===== src/rtl/instr_fetch_unit.sv =====
// Instruction fetch requester: issues word addresses, captures the one-cycle-late
// read data into a 2-entry FIFO and presents it to decode over valid/ready.
module instr_fetch_unit #(
  parameter logic [31:0] RESET_PC = 32'h0000_0000
) (
  input  logic        clk,
  input  logic        rst,
  input  logic        fetch_en,
  input  logic        redirect_valid,
  input  logic [31:0] redirect_pc,
  output logic [31:0] mem_addr,
  input  logic [31:0] mem_data,
  output logic        out_valid,
  input  logic        out_ready,
  output logic [31:0] out_instr,
  output logic [31:0] out_pc
);

  typedef struct packed {
    logic [31:0] pc;
    logic [31:0] instr;
  } fetch_beat_t;

  logic [31:0] r_pc_issue;
  logic        r_inflight_valid;
  logic [31:0] r_inflight_pc;
  fetch_beat_t r_fifo [2];
  logic [1:0]  r_count;
  logic        r_wr_ptr;
  logic        r_rd_ptr;

  logic        w_pop;
  logic        w_push;
  logic        w_issue;
  logic [2:0]  w_occ;
  logic [31:0] w_redirect_pc;

  assign w_pop         = out_valid & out_ready;
  assign w_push        = r_inflight_valid;
  // Occupancy after this edge if nothing new is issued; one free slot is needed
  // for the word that an issue now would push one edge later.
  assign w_occ         = {1'b0, r_count} + {2'b00, r_inflight_valid} - {2'b00, w_pop};
  assign w_issue       = fetch_en & ~redirect_valid & (w_occ <= 3'd1);
  assign w_redirect_pc = redirect_pc & ~32'h3;

  assign mem_addr  = r_pc_issue;
  assign out_valid = (r_count != 2'd0);
  assign out_instr = r_fifo[r_rd_ptr].instr;
  assign out_pc    = r_fifo[r_rd_ptr].pc;

  always_ff @(posedge clk or posedge rst) begin
    if (rst) begin
      r_pc_issue       <= RESET_PC;
      r_inflight_valid <= 1'b0;
      r_inflight_pc    <= '0;
      r_fifo[0]        <= '0;
      r_fifo[1]        <= '0;
      r_count          <= '0;
      r_wr_ptr         <= 1'b0;
      r_rd_ptr         <= 1'b0;
    end else if (redirect_valid) begin
      r_pc_issue       <= w_redirect_pc;
      r_inflight_valid <= 1'b0;
      r_count          <= '0;
      r_wr_ptr         <= 1'b0;
      r_rd_ptr         <= 1'b0;
    end else begin
      if (w_issue) begin
        r_inflight_valid <= 1'b1;
        r_inflight_pc    <= r_pc_issue;
        r_pc_issue       <= r_pc_issue + 32'd4;
      end else begin
        r_inflight_valid <= 1'b0;
      end
      if (w_push) begin
        r_fifo[r_wr_ptr] <= '{pc: r_inflight_pc, instr: mem_data};
        r_wr_ptr         <= ~r_wr_ptr;
      end
      if (w_pop) r_rd_ptr <= ~r_rd_ptr;
      r_count <= r_count + {1'b0, w_push} - {1'b0, w_pop};
    end
  end

  always_ff @(posedge clk) begin
    if (!rst && !redirect_valid)
      assert (!(w_push && !w_pop && r_count == 2'd2));
  end

endmodule


===== config.mk =====
export PLATFORM = sky130hd
export DESIGN_NAME = instr_fetch_unit
export DESIGN_NICKNAME = d
export VERILOG_FILES = /design/src/rtl/instr_fetch_unit.sv
export SDC_FILE = /design/constraint.sdc
export NUM_CORES = 1
export LEC_CHECK = 0
export ABC_AREA = 1
export CAP_MARGIN = 5
export CORE_MARGIN = 2
export CORE_UTILIZATION = 35
export DETAILED_ROUTE_END_ITERATION = 8
export GPL_ROUTABILITY_DRIVEN = 1
export GPL_TIMING_DRIVEN = 0
export PLACE_DENSITY = 0.55
export SYNTH_ARGS = -nofsm -noshare
export SYNTH_HDL_FRONTEND = slang
export SYNTH_SLANG_ARGS = --single-unit

===== constraint.sdc =====
create_clock -name clk -period 7.2 [get_ports clk]
set_clock_uncertainty 0.05 [all_clocks]
set_input_delay 0.72 -clock clk [delete_from_list [all_inputs] [get_ports clk]]
set_output_delay 0.72 -clock clk [all_outputs]
set_load 0.03 [all_outputs]

==> out/qor.txt, run 1 <==
Run status = finished, final reports clean
Int Power = 2800 uW
Max Cap Violations = 0
Met2 Wirelength = 11.8 mm
Number of global-route vias before repair = 7816
Crit start category = flip-flop
Slowest CP cell = clkdlybuf4s50_1
Synth Warn # = 0
Total power draw = 4870 uW
CP required = 6.43 ns
Tmin final = 3.37 ns
Slew HR = 56.4%
Hold Vio Cnt, Final = 0
Clk buf depth = 2
All-Layer GR Usage = 19.9%
Max frequency = 0.296 GHz
CTS buffer count = 17
WL final = 26.0 mm
Max Slew Vio Count = 0
Vias per inst = 4.67
Combinational Power Share = 43.9%
DR vias = 8047
RSZ-0062 raised after global routing = false
Layout cell share with drive strength beyond 1 = 7.07%
Setup violators final = 0
Delay-heaviest family, CP = buffers and inverters
Number of fill cells = 2659
Synth Register Bits = 189
Core Rows = 59
Tightest Pin Transition = 0.654 ns
H-tree levels = 4
Distinct cell type count after synthesis = 29
Top routing layer in use = met4
CTS-repair resized insts = 0
I/O Pins = 166
Die X = 165 um
CORE AREA = 25800 um2
Cells after Synth = 1193
Port bufs = 158
Crit-path cells = buf_2 > inv_2 > clkbuf_1 > nand2_1 > nand2_1 > clkdlybuf4s50_1
GPL Wtd Cong = 0.875
Gr ovfl total = 0
CTS Hold Bufs = 0
Residual DRC count = 0
Worst hold margin = 0.434 ns
HP Class = reg -> reg
Diode count = 0
P&R area growth vs syn = 29.3%
Setup TNS after final layout = 0 ns
Final #Nets = 1447
HPWL Detailed = 18.9 mm
First-pass GRT wire length = 41.7 mm
Sw frac = 42.4%
Slack of the worst reg-to-reg path = 4.27 ns
Crit path buffers/inverters = 4
Clock sinks = 189
Min-delay src = r_inflight_pc[9]
Critical path arrival = 2.60 ns
Setup Buffers After CTS = 0
DR pass1 iterations = 5
Clock power frac = 20.4%
Post-Syn Area = 9110 um2
Setup CP Type = reg -> out
Pwr dens = 413 nW/um2
Crit Path Max Fanout = 10
Critical R2R Launch = r_count[1]
Sequential-to-total area share from yosys stat = 51.9%
DR WL/cell = 15.1 um
Sequential group share of total power = 35.8%
Cells after DPL = 1690
DIE HEIGHT = 165 um
Crit. End Element = output port
Post-route ant nets = 0
CTS tree = built
Most frequent CP cell = nand2_1
Fin cells = 1722
Final Util = 45.6%
Net Sw Power = 2060 uW
Syn Area/Cell = 7.64 um2
Worst-path clk slew = 0.07 ns
Max VDD drop = 0.175 mV
Leakage = 0.00585 uW
R2R cell count = 17
Worst skew pair latency = 0.44 ns
Final period util = 46.9%
Peak per-stage delay on the critical path = 0.68 ns
R2r endpoint = mem_addr[13]
WHS Path Cells = 2
WL met3 = 1.18 mm
Initial Util = 35.3%
Iteration-0 DRC Markers = 685
Met1 wire length = 12.6 mm
Worst Hold End = r_inflight_pc[9]
Initial antenna violation count = 0
Die Footprint = 27300 um2
Largest net degree at the start of global routing = 122
Clock Root Buffer = clkbuf_16
==> flip-flops by register name, indices dropped and copies added, names as in the netlist <==
| register | cells |
|---|---|
| r_inflight_valid | 1 |
| mem_addr | 30 |
| r_inflight_pc | 30 |
| r_wr_ptr | 1 |
| r_count | 2 |
| r_rd_ptr | 1 |
| r_fifo | 124 |
==> cell families after synthesis <==
group | after synthesis | synth area share (%)
buffers and inverters | 196 | 9.03
XOR/XNOR | 2 | 0.192
adder cells (fa/ha/maj) | 4 | 0.632
flip-flops | 189 | 51.9
AO/OA/AOI/OAI | 175 | 9.67
AND/OR/NAND/NOR | 626 | 28.5
other | 1 | 0.0411
==> layout by cell type, fill, tap and decap left out, types with 14 or more instances in the layout <==
| cell type | instances |
|---|---|
| nand2_1 | 479 |
| dfrtp_1 | 189 |
| clkdlybuf4s50_1 | 158 |
| o21ai_0 | 135 |
| inv_1 | 133 |
| nand3_1 | 63 |
| nor2_1 | 50 |
| clkbuf_1 | 30 |
| o21ai_1 | 24 |
| buf_2 | 17 |
| clkbuf_16 | 17 |
| a21oi_1 | 14 |
==> per-stage QoR <==
step	setup slack [ns]	area (um2)
3_3_place_gp	-1.56	11100
3_5_place_dp	3.73	11200
4_1_cts	3.80	11800
5_1_grt	3.65	11800
6_report	3.83	11800
2_1_floorplan	1.29	9130
==> cell usage after synthesis, drive strengths merged <==
master  number  area share [%]
ha           3            0.41
nor2        71             3.9
or2          1           0.069
xor2         2            0.19
nand3       66             3.9
fa           1            0.22
dfrtp      189              52
buf         29             2.1
clkbuf      30             1.2
and2         1           0.069
o21ai      159             8.7
a21oi       14            0.77
nand2      486              20
inv        137             5.7
o211ai       2            0.16
conb         1           0.041
nand3b       1            0.22
==> cell type report <==
type | count | area, um2 | share of cell area, %
plain buffers | 59 | 307 | 2.60
repair buffers | 159 | 1610 | 13.7
clock inverters | 15 | 199 | 1.69
multi-input cells | 811 | 3570 | 30.3
inverters | 137 | 524 | 4.45
clock buffers | 17 | 425 | 3.61
flip-flops and latches | 189 | 4730 | 40.1
well taps | 335 | 419 | 3.56
==> metal layers <==
metal / GRT usage [%] / vias to the layer above
met3: 3.15 / 20
met2: 31.8 / 230
met4: 5.13 / 0
met1: 28.2 / 3741
met5: 0 / -
li1: - / 4056
==> worst max-delay path by stage <==
stage,start,end,slack [ns],cells past startpoint
detailed placement,out_ready,mem_addr[13],3.73,16
CTS,r_rd_ptr,out_instr[27],3.80,6
global placement,rst,mem_addr[26],-1.56,2
floorplan,rst,mem_addr[10],1.29,1
global route,r_rd_ptr,out_instr[11],3.65,6
finish,r_rd_ptr,out_instr[27],3.83,6
==> power groups by stage <==
stage / registers (uW) / clock network [uW] / logic [uW]
after floorplan: 1790 / 0 / 1240
after global routing: 1800 / 1060 / 2370
after detailed placement: 1750 / 0 / 2160
after CTS: 1740 / 1010 / 2160
final: 1740 / 991 / 2130
after global placement: 1750 / 0 / 2130
==> worst register-to-register path: cells and delay by family (launching register included) <==
| kind | cells | cell delay (ns) |
|---|---|---|
| adders and majority gates | 3 | 0.91 |
| buffers and inverters | 6 | 0.58 |
| and+or+nand+nor | 7 | 0.76 |
| AOI/OAI and AO/OA | 1 | 0.11 |
| DFF | 1 | 0.42 |
Power figures use the tool's default switching activity.
==> run 2: changes to the inputs <==
Settings changed: PLACE_DENSITY 0.55 to 0.57.
Clock period 7.2 ns to 3.1 ns, I/O delays scaled along.
==> out/qor.txt, run 2 (synthesized netlist as in run 1, its figures left out) <==
Net Sw Power = 4790 uW
DR vias = 8065
Layout cell share with drive strength beyond 1 = 7.55%
Clock power frac = 19.3%
Core Rows = 59
Post-route ant nets = 0
DR WL/cell = 15.1 um
Crit Path Max Fanout = 10
Setup Buffers After CTS = 0
Max Cap Violations = 0
Crit. End Element = output port
Number of global-route vias before repair = 7814
CORE AREA = 25800 um2
Max Slew Vio Count = 0
Pwr dens = 944 nW/um2
WL final = 26.1 mm
First-pass GRT wire length = 41.7 mm
Slew HR = 49.7%
Max frequency = 0.345 GHz
Delay-heaviest family, CP = buffers and inverters
Sw frac = 43.0%
Combinational Power Share = 44.5%
All-Layer GR Usage = 19.8%
HPWL Detailed = 19.4 mm
Leakage = 0.00587 uW
Die Footprint = 27300 um2
DIE HEIGHT = 165 um
Setup TNS after final layout = 0 ns
Peak per-stage delay on the critical path = 0.68 ns
DR pass1 iterations = 5
Hold Vio Cnt, Final = 0
GPL Wtd Cong = 0.881
Largest net degree at the start of global routing = 40
RSZ-0062 raised after global routing = false
Gr ovfl total = 0
P&R area growth vs syn = 29.6%
Max FFs per register = 124
Critical path arrival = 2.54 ns
Initial antenna violation count = 0
CP required = 2.74 ns
Initial Util = 35.3%
CTS Hold Bufs = 0
H-tree levels = 4
Worst skew pair latency = 0.44 ns
Crit-path cells = buf_2 > inv_2 > clkbuf_1 > nand2_1 > nand2_1 > clkdlybuf4s50_1
Worst hold margin = 0.227 ns
Most common cell after layout, fill and taps aside = nand2_1
Tmin final = 2.90 ns
Slowest CP cell = clkdlybuf4s50_1
Most frequent CP cell = nand2_1
CTS buffer count = 17
Clock sinks = 189
Clk buf depth = 2
Worst-path clk slew = 0.08 ns
Sequential group share of total power = 36.2%
Final #Nets = 1451
Residual DRC count = 0
Run status = finished, final reports clean
Die X = 165 um
Iteration-0 DRC Markers = 515
Commonest non-fill, non-tap cells in the layout = 478 x nand2_1, 189 x dfrtp_1, 158 x clkdlybuf4s50_1
Number of fill cells = 2651
CTS tree = built
Setup CP Type = reg -> out
Max VDD drop = 0.437 mV
Clock Root Buffer = clkbuf_16
Crit path buffers/inverters = 4
Port bufs = 158
Vias per inst = 4.67
HP Class = in -> reg
Diode count = 0
Setup violators final = 0
Final period util = 93.5%
Tightest Pin Transition = 0.752 ns
Crit start category = flip-flop
Total power draw = 11200 uW
Int Power = 6360 uW
Register name with the most flops = r_fifo
I/O Pins = 166
[run 2: cell types whose count changed in the layout (fill, tap and decap cells not counted)]
cell	change
clkbuf_1	-2
buf_2	-1
buf_12	+5
nand2_2	+1
clkbuf_2	+2
clkbuf_4	+1
buf_16	-1
nand2_1	-1
clkinv_2	+2
bufinv_16	-2
[run 2: area by class of cell]
class / instances / area (um2) / area share, %
plain buffers: 59 / 312 / 2.64
clock buffers: 17 / 425 / 3.60
clock inverters: 15 / 153 / 1.29
inverters: 137 / 520 / 4.41
multi-input cells: 811 / 3570 / 30.3
flip-flops and latches: 189 / 4730 / 40.0
well taps: 335 / 419 / 3.55
repair buffers: 163 / 1680 / 14.2
[run 2: layer usage]
| layer | track usage, % | part of all wire (%) |
|---|---|---|
| met1 | 27.9 | 48 |
| met4 | 4.94 | 1.4 |
| met3 | 2.82 | 4.9 |
| met2 | 32.1 | 46 |
| met5 | 0 | 0 |
[run 2: worst paths after layout]
| path | startpoint | endpoint | slack [ns] | depth (start not counted) |
|---|---|---|---|---|
| worst max-delay path | r_rd_ptr | out_pc[14] | 0.20 | 6 |
| worst min-delay path | redirect_valid | mem_addr[2] | 0.23 | 5 |
| worst max register to register | r_count[1] | mem_addr[31] | 0.23 | 16 |
| worst min register to register | r_fifo[41] | r_fifo[41] | 0.44 | 2 |
| max in group asynchronous | rst | r_inflight_pc[22] | 1.37 | 6 |
| min in group asynchronous | rst | r_fifo[16] | 0.30 | 2 |
[run 2: power groups by stage]
stage / sequential (uW) / combinational [uW] / clock (uW)
2_1_floorplan: 4160 / 2890 / 0
3_3_place_gp: 4060 / 4940 / 0
3_5_place_dp: 4070 / 5020 / 0
4_1_cts: 4030 / 5030 / 2190
5_1_grt: 4170 / 5510 / 2290
6_report: 4040 / 4970 / 2150
[run 2: tightest hold or removal path: cells and delay by family]
| family | cells | cell delay, ns |
|---|---|---|
| buffers and inverters | 1 | 0.13 |
| and+or+nand+nor | 2 | 0.11 |
| AOI/OAI and AO/OA | 2 | 0.12 |
[run 2: stage by stage]
| stage | instances | setup slack, ns | instance area [um2] | utilization [%] |
|---|---|---|---|---|
| finish | 1726 | 0.202 | 11800 | 45.7 |
| global route | 1726 | 0.0254 | 11800 | 45.7 |
| CTS | 1726 | 0.0646 | 11800 | 45.7 |
| detailed placement | 1694 | 0.0000806 | 11200 | 43.5 |
| global placement | 1689 | -1.35 | 11100 | 43.1 |
| floorplan | 1196 | 0.306 | 9130 | - |
[run 2: repair_timing]
item / CTS / global route
setup endpoints to repair: 0 / 19
gates resized for setup: 0 / 6
endpoints found under the hold margin: 0 / 0
